===== src/rtl/crossy_pkg.sv =====
// crossy_pkg: shared state encoding and pixel colours
// for the crossy-road lane engine.
package crossy_pkg;

  typedef enum logic [1:0] {
    PLAY  = 2'd0,
    FLASH = 2'd1,
    OVER  = 2'd2
  } state_t;

  localparam logic [2:0] C_BLACK = 3'b000;
  localparam logic [2:0] C_BG    = 3'b001;
  localparam logic [2:0] C_CHICK = 3'b010;
  localparam logic [2:0] C_HIT   = 3'b011;
  localparam logic [2:0] C_OBST  = 3'b100;

endpackage


===== src/rtl/lane_obstacle.sv =====
// lane_obstacle: one moving obstacle lane with wrap
// arithmetic and a per-pixel coverage flag.
module lane_obstacle
  import crossy_pkg::*;
#(
  parameter int LANE        = 0,
  parameter int NUM_LANES   = 4,
  parameter int SPEED_W     = 3,
  parameter int H_ACTIVE    = 640,
  parameter int V_ACTIVE    = 480,
  parameter int TOP_Y       = 32,
  parameter int LANE_PITCH  = 96,
  parameter int SCROLL_STEP = 16,
  parameter int OB_W        = 50,
  parameter int OB_H        = 30
) (
  input  logic               clk,
  input  logic               reset,
  input  logic               restart,
  input  logic               frame_tick,
  input  logic               scroll,
  input  logic [SPEED_W-1:0] spd,
  input  logic               dir,
  input  logic [9:0]         hpos,
  input  logic [9:0]         vpos,
  output logic               obst
);

  localparam logic [10:0] HA = 11'(H_ACTIVE);
  localparam logic [10:0] VA = 11'(V_ACTIVE);
  localparam logic [10:0] TY = 11'(TOP_Y);
  localparam logic [10:0] SS = 11'(SCROLL_STEP);
  localparam logic [10:0] OW = 11'(OB_W);
  localparam logic [10:0] OH = 11'(OB_H);
  localparam logic [9:0]  X0 =
    10'(LANE * (H_ACTIVE / NUM_LANES));
  localparam logic [9:0]  Y0 =
    10'(TOP_Y + LANE * LANE_PITCH);

  logic [9:0]  x, y;
  logic [9:0]  x_nx, y_nx;
  logic [10:0] xw, yw, hw, vw, sw;
  logic [10:0] xt, yt, dx;

  always_comb begin
    xw = {1'b0, x};
    yw = {1'b0, y};
    hw = {1'b0, hpos};
    vw = {1'b0, vpos};
    sw = 11'(spd);
    xt = xw;
    if (!dir) begin
      xt = xw + sw;
      if (xt >= HA) xt = xt - HA;
    end else if (xw < sw) begin
      xt = xw + HA - sw;
    end else begin
      xt = xw - sw;
    end
    yt = yw + SS;
    if (yt >= VA) yt = yt - VA + TY;
    // distance from the lane origin, modulo screen width
    dx = (hw >= xw) ? hw - xw : hw + HA - xw;
    x_nx = 10'(xt);
    y_nx = 10'(yt);
  end

  assign obst = (dx < OW) && (vw >= yw) &&
                (vw < yw + OH);

  always_ff @(posedge clk or posedge reset) begin
    if (reset) begin
      x <= X0;
      y <= Y0;
    end else if (restart) begin
      x <= X0;
      y <= Y0;
    end else begin
      if (frame_tick) x <= x_nx;
      if (scroll)     y <= y_nx;
    end
  end

endmodule


===== src/rtl/lane_engine.sv =====
// lane_engine: multi-lane obstacles, collision,
// lives/state FSM and registered pixel colour.
module lane_engine
  import crossy_pkg::*;
#(
  parameter int NUM_LANES    = 4,
  parameter int SPEED_W      = 3,
  parameter int H_ACTIVE     = 640,
  parameter int V_ACTIVE     = 480,
  parameter int TOP_Y        = 32,
  parameter int LANE_PITCH   = 96,
  parameter int SCROLL_STEP  = 16,
  parameter int OB_W         = 50,
  parameter int OB_H         = 30,
  parameter int CHICKEN_X    = 310,
  parameter int CHICKEN_Y    = 400,
  parameter int CHICKEN_W    = 30,
  parameter int CHICKEN_H    = 40,
  parameter int LIVES        = 3,
  parameter int FLASH_FRAMES = 32
) (
  input  logic                         clk,
  input  logic                         reset,
  input  logic                         frame_tick,
  input  logic                         move_btn,
  input  logic [9:0]                   hpos,
  input  logic [9:0]                   vpos,
  input  logic                         display_on,
  input  logic [NUM_LANES*SPEED_W-1:0] lane_speed,
  input  logic [NUM_LANES-1:0]         lane_dir,
  output logic [2:0]                   rgb,
  output logic [7:0]                   score,
  output logic [1:0]                   lives,
  output logic                         game_over,
  output logic                         collision
);

  localparam int FC = $clog2(FLASH_FRAMES + 1);
  localparam int FW = (FC < 3) ? 3 : FC;
  localparam logic [9:0] CX0 = 10'(CHICKEN_X);
  localparam logic [9:0] CX1 =
    10'(CHICKEN_X + CHICKEN_W);
  localparam logic [9:0] CY0 = 10'(CHICKEN_Y);
  localparam logic [9:0] CY1 =
    10'(CHICKEN_Y + CHICKEN_H);

  state_t          state, state_nx;
  logic [FW-1:0]   cnt, cnt_nx;
  logic [7:0]      score_nx;
  logic [1:0]      lives_nx;
  logic            coll_nx;
  logic            btn_q, press;
  logic            scroll, restart;
  logic            hit_seen, hit_nx;
  logic            chick, show_chick, obst;
  logic [2:0]      pix;
  logic [NUM_LANES-1:0] lane_hit;

  assign press   = move_btn & ~btn_q;
  assign scroll  = press & (state == PLAY);
  assign restart = press & (state == OVER);

  for (genvar i = 0; i < NUM_LANES; i++) begin : g_lane
    lane_obstacle #(
      .LANE        (i),
      .NUM_LANES   (NUM_LANES),
      .SPEED_W     (SPEED_W),
      .H_ACTIVE    (H_ACTIVE),
      .V_ACTIVE    (V_ACTIVE),
      .TOP_Y       (TOP_Y),
      .LANE_PITCH  (LANE_PITCH),
      .SCROLL_STEP (SCROLL_STEP),
      .OB_W        (OB_W),
      .OB_H        (OB_H)
    ) u_lane (
      .clk        (clk),
      .reset      (reset),
      .restart    (restart),
      .frame_tick (frame_tick),
      .scroll     (scroll),
      .spd        (lane_speed[i*SPEED_W +: SPEED_W]),
      .dir        (lane_dir[i]),
      .hpos       (hpos),
      .vpos       (vpos),
      .obst       (lane_hit[i])
    );
  end

  assign obst  = |lane_hit;
  assign chick = (hpos >= CX0) && (hpos < CX1) &&
                 (vpos >= CY0) && (vpos < CY1);
  // chicken blinks while invulnerable
  assign show_chick =
    chick && !((state == FLASH) && cnt[2]);
  assign game_over = (state == OVER);

  always_comb begin
    hit_nx = hit_seen;
    if (frame_tick || restart) hit_nx = 1'b0;
    else if (display_on && chick && obst)
      hit_nx = 1'b1;
  end

  always_comb begin
    state_nx = state;
    cnt_nx   = cnt;
    lives_nx = lives;
    score_nx = score;
    coll_nx  = 1'b0;
    unique case (state)
      PLAY: begin
        if (press && score != 8'hFF)
          score_nx = score + 8'd1;
        if (frame_tick && hit_seen) begin
          coll_nx  = 1'b1;
          lives_nx = lives - 2'd1;
          cnt_nx   = FW'(FLASH_FRAMES);
          state_nx = (lives == 2'd1) ? OVER : FLASH;
        end
      end
      FLASH: begin
        if (frame_tick) begin
          if (cnt == FW'(1)) begin
            state_nx = PLAY;
            cnt_nx   = '0;
          end else begin
            cnt_nx = cnt - FW'(1);
          end
        end
      end
      OVER: begin
        if (press) begin
          state_nx = PLAY;
          score_nx = '0;
          lives_nx = 2'(LIVES);
          cnt_nx   = '0;
        end
      end
      default: state_nx = PLAY;
    endcase
  end

  always_comb begin
    pix = C_BLACK;
    if (display_on) begin
      if (show_chick && obst)  pix = C_HIT;
      else if (obst)           pix = C_OBST;
      else if (show_chick)     pix = C_CHICK;
      else if (state != OVER)  pix = C_BG;
    end
  end

  always_ff @(posedge clk or posedge reset) begin
    if (reset) begin
      state     <= PLAY;
      cnt       <= '0;
      lives     <= 2'(LIVES);
      score     <= '0;
      collision <= 1'b0;
      btn_q     <= 1'b0;
      hit_seen  <= 1'b0;
      rgb       <= C_BLACK;
    end else begin
      state     <= state_nx;
      cnt       <= cnt_nx;
      lives     <= lives_nx;
      score     <= score_nx;
      collision <= coll_nx;
      btn_q     <= move_btn;
      hit_seen  <= hit_nx;
      rgb       <= pix;
    end
  end

endmodule


===== config.mk =====
export PLATFORM = sky130hd
export DESIGN_NAME = lane_engine
export DESIGN_NICKNAME = d
export VERILOG_FILES = /design/src/rtl/crossy_pkg.sv /design/src/rtl/lane_obstacle.sv /design/src/rtl/lane_engine.sv
export SDC_FILE = /design/constraint.sdc
export NUM_CORES = 1
export LEC_CHECK = 0
export ABC_AREA = 1
export CORE_ASPECT_RATIO = 0.6
export CORE_UTILIZATION = 40
export CTS_CLUSTER_DIAMETER = 100
export CTS_CLUSTER_SIZE = 12
export DETAILED_ROUTE_END_ITERATION = 6
export GPL_TIMING_DRIVEN = 0
export PLACE_DENSITY = 0.59
export SYNTH_ARGS = -nofsm -noshare
export SYNTH_HDL_FRONTEND = slang
export SYNTH_SLANG_ARGS = --single-unit
export TNS_END_PERCENT = 20

===== constraint.sdc =====
create_clock -name clk -period 4.5 [get_ports clk]
set_input_delay 1.125 -clock clk [delete_from_list [all_inputs] [get_ports clk]]
set_output_delay 1.125 -clock clk [all_outputs]
set_load 0.005 [all_outputs]

==> impl_metrics.tcl <==
set metrics [dict create \
    hold_ws_ns 0.510 \
    ys_ff_latch 88 \
    cts_buffers 9 \
    vias 13818 \
    postCtsHoldBufs 0 \
    grt_pass1_wl_um 68500 \
    setup_violations 0 \
    gp_congestion 0.915 \
    met2_usage_pct 33.9 \
    synth_edf_count 0 \
    pre_cts_ws_ns 0.0324 \
    syn_area_um2 13800 \
    most-common-layout-cells "nand2_1 (533), inv_1 (353), ha_1 (224)" \
    grt.overflow.total 0 \
    worstPathRequired_ns 4.76 \
    clk_pin_slew_ns 0.07 \
    postSynthCellCount 2110 \
    drcViolationCount 0 \
    dr.pass1.iters 5 \
    start_util_pct 40.9 \
    syn_nets 2395 \
    met3_usage_pct 3.69 \
    grtUsageTotal_pct 24.2 \
    slew_headroom_pct 31.3 \
    synth-async-reset-ratio_pct 100 \
    fill_cells 3593 \
    grt_pass1_vias 13026 \
    fp.dieW_um 242 \
    endpoint_kind "flip-flop" \
    cp-start-kind "input pin" \
    cp_max_fo 6 \
    antenna_cells 0 \
    avgSynthCellArea_um2 6.55 \
    yosysWarningCount 0 \
    skew_ns 0.00998 \
    port-buffer-count 50 \
    final_cells 2636 \
    grt_max_degree 62 \
    via_per_inst 5.24 \
    worstSkewPairLatency_ns 0.38 \
    numClockSinks 88 \
    worstPathArrival_ns 4.37 \
    p_leak_nw 8.01 \
    drtIter0Drc 1118 \
    final_common_cell "nand2_1" \
    crit_type "in2reg" \
    use_met1_pct 38.2 \
    final.min_clock_period_ns 4.10 \
    layout-drive-gt1-share_pct 4.55 \
    total_power_w 0.00972 \
    grt-busiest-layer "met1" \
    hold_class "reg2reg" \
    startpoint "hpos[0]" \
    outcome "completed" \
    final_net_count 2457 \
    rsz0062_at_grt "no" \
    place_inst 2620 \
    rows 52 \
    yosysSeqAreaShare_pct 16.1 \
    syn2layout_area_growth_pct 10.0 \
    cap_violations 0 \
    antenna_found_initial 2 \
    slew_viol_final 0 \
    hold_viol 0 \
    cts-resized-gates 0 \
    tightest_slew_ns 1.03 \
    dieArea_um2 35300 \
    powerDensity_nw_per_um2 639 \
    ant_nets 0 \
    synth_area_leaders "ha_1 (20%), nand2_1 (14%), dfrtp_1 (13%)" \
    pin_count 56 \
    core_um2 33800 \
    dpl.hpwl_um 33800 \
    htreeDepth 3 \
    yosysTopAreaCellShare_pct 20.3 \
    ys_types 57 \
    yosysTopAreaCell "ha_1" \
    cts_buffer_depth 2 \
    max_freq_mhz 244 \
    cts_setup_buffers 0 \
    fin_ws_ns 0.395 \
    cts_root_buf "clkbuf_16" \
    period_share_pct 91.2 \
    die_h_um 146 \
    synth_ff_type "dfrtp_1" \
    cts_tree "done" \
    wire_per_inst_um 15.9 \
    r2r-start "g_lane[0].u_lane.y[5]$_DFFE_PP1N_" \
    wirelength_um 41800 \
    ir_worst_vdd_mv 0.255 \
    hp-start "cnt[1]$_DFFE_PP0P_" \
]
[cell usage after synthesis (3+ instances only)]
master    number
a21o_1         4
a21oi_1      115
a21oi_2        6
a22oi_1        8
a31oi_1       13
buf_2          4
buf_6          3
clkbuf_1       9
clkinv_1       6
dfrtp_1       71
dfstp_2       17
fa_1          20
ha_1         224
inv_1        354
inv_2         12
nand2_1      533
nand2_2        9
nand3_1      151
nand3_2        4
nand3b_1       8
nand4_1       48
nor2_1       161
nor2_2         5
nor3_1        25
nor3_2         3
nor3b_1        5
o211ai_1      12
o21a_1         7
o21ai_0       99
o21ai_1        5
o21bai_1      11
o22ai_1       21
o31ai_1        3
or2_1          4
or2_2          9
xnor2_1       17
xor2_1        79
[path summary, 6_finish.rpt]
path	end	depth (start not counted)	slack, ns
worst max-delay path	rgb[2]$_DFF_PP0_	17	0.40
max in group asynchronous	g_lane[2].u_lane.y[6]$_DFFE_PP1N_	3	2.68
worst min register to register	cnt[1]$_DFFE_PP0P_	2	0.51
worst min-delay path	cnt[1]$_DFFE_PP0P_	2	0.51
min in group asynchronous	g_lane[1].u_lane.x[1]$_DFFE_PP0N_	2	1.09
worst max register to register	rgb[2]$_DFF_PP0_	17	1.48
[sequential cells by signal, indices dropped and copies added (netlist names)]
| register | flops |
|---|---|
| g_lane.u_lane.x | 40 |
| rgb | 3 |
| state | 2 |
| cnt | 6 |
| collision | 1 |
| hit_seen | 1 |
| btn_q | 1 |
| score | 8 |
| g_lane.u_lane.y | 24 |
| lives | 2 |
[final cells by class]
type | instances | area (um2) | share of cell area [%]
tap | 459 | 574 | 3.78
timing repair buffer | 51 | 528 | 3.47
sequential | 88 | 2220 | 14.6
inverter | 372 | 1400 | 9.20
buffer | 20 | 124 | 0.815
clock buffer | 10 | 229 | 1.51
multi-input combinational | 1630 | 10100 | 66.3
clock inverter | 6 | 48.8 | 0.321
[routing by layer]
metal  wire [um]  vias to the layer above  part of all wire, %
met5           0                        -                    0
met4         543                        0                  1.3
met3        3010                       33                  7.2
met2       16200                      399                   39
met1       22100                     6424                   53
li1            -                     6962                    -
[power by group]
group          leakage (nW)  total [W]  internal [W]  switching [W]
registers              1.07    0.00159       0.00116       0.000430
clock network         0.138   0.000760      0.000382       0.000378
logic                  6.80    0.00737       0.00271        0.00466
[worst max-delay path, cell delays in order]
cell and delay, ns:
clkdlybuf4s50_1 0.41, inv_1 0.37, ha_1 0.24, inv_1 0.13, fa_1 0.49, or2_2 0.32
a21oi_1 0.18, a21oi_1 0.11, nand2_1 0.09, nand3_1 0.09, nor2_1 0.10, nand2_1 0.05
nor2_1 0.13, nor2_1 0.10, nand2_1 0.09, nand2_1 0.06, nor2_1 0.26
[through the flow]
step,instance area (um2),TNS [ns],util [%]
floorplan,13800,0,-
global placement,14900,-64.36,44.0
detailed placement,14900,0,44.1
CTS,15200,0,44.9
global route,15200,0,44.9
finish,15200,0,44.9
[cells by family (layout without fill, tap and decap cells)]
family                     after synthesis  count (layout)  synth area share, %
and+or+nand+nor                        970             970                 30.2
xor gates and xnor gates                98              98                 6.32
adders and majority gates              244             244                 23.2
buffers and inverters                  392             459                 11.0
DFF                                     88              88                 16.1
AOI/OAI and AO/OA                      318             318                 13.3
Note: power is estimated with default switching activity, not from simulation.
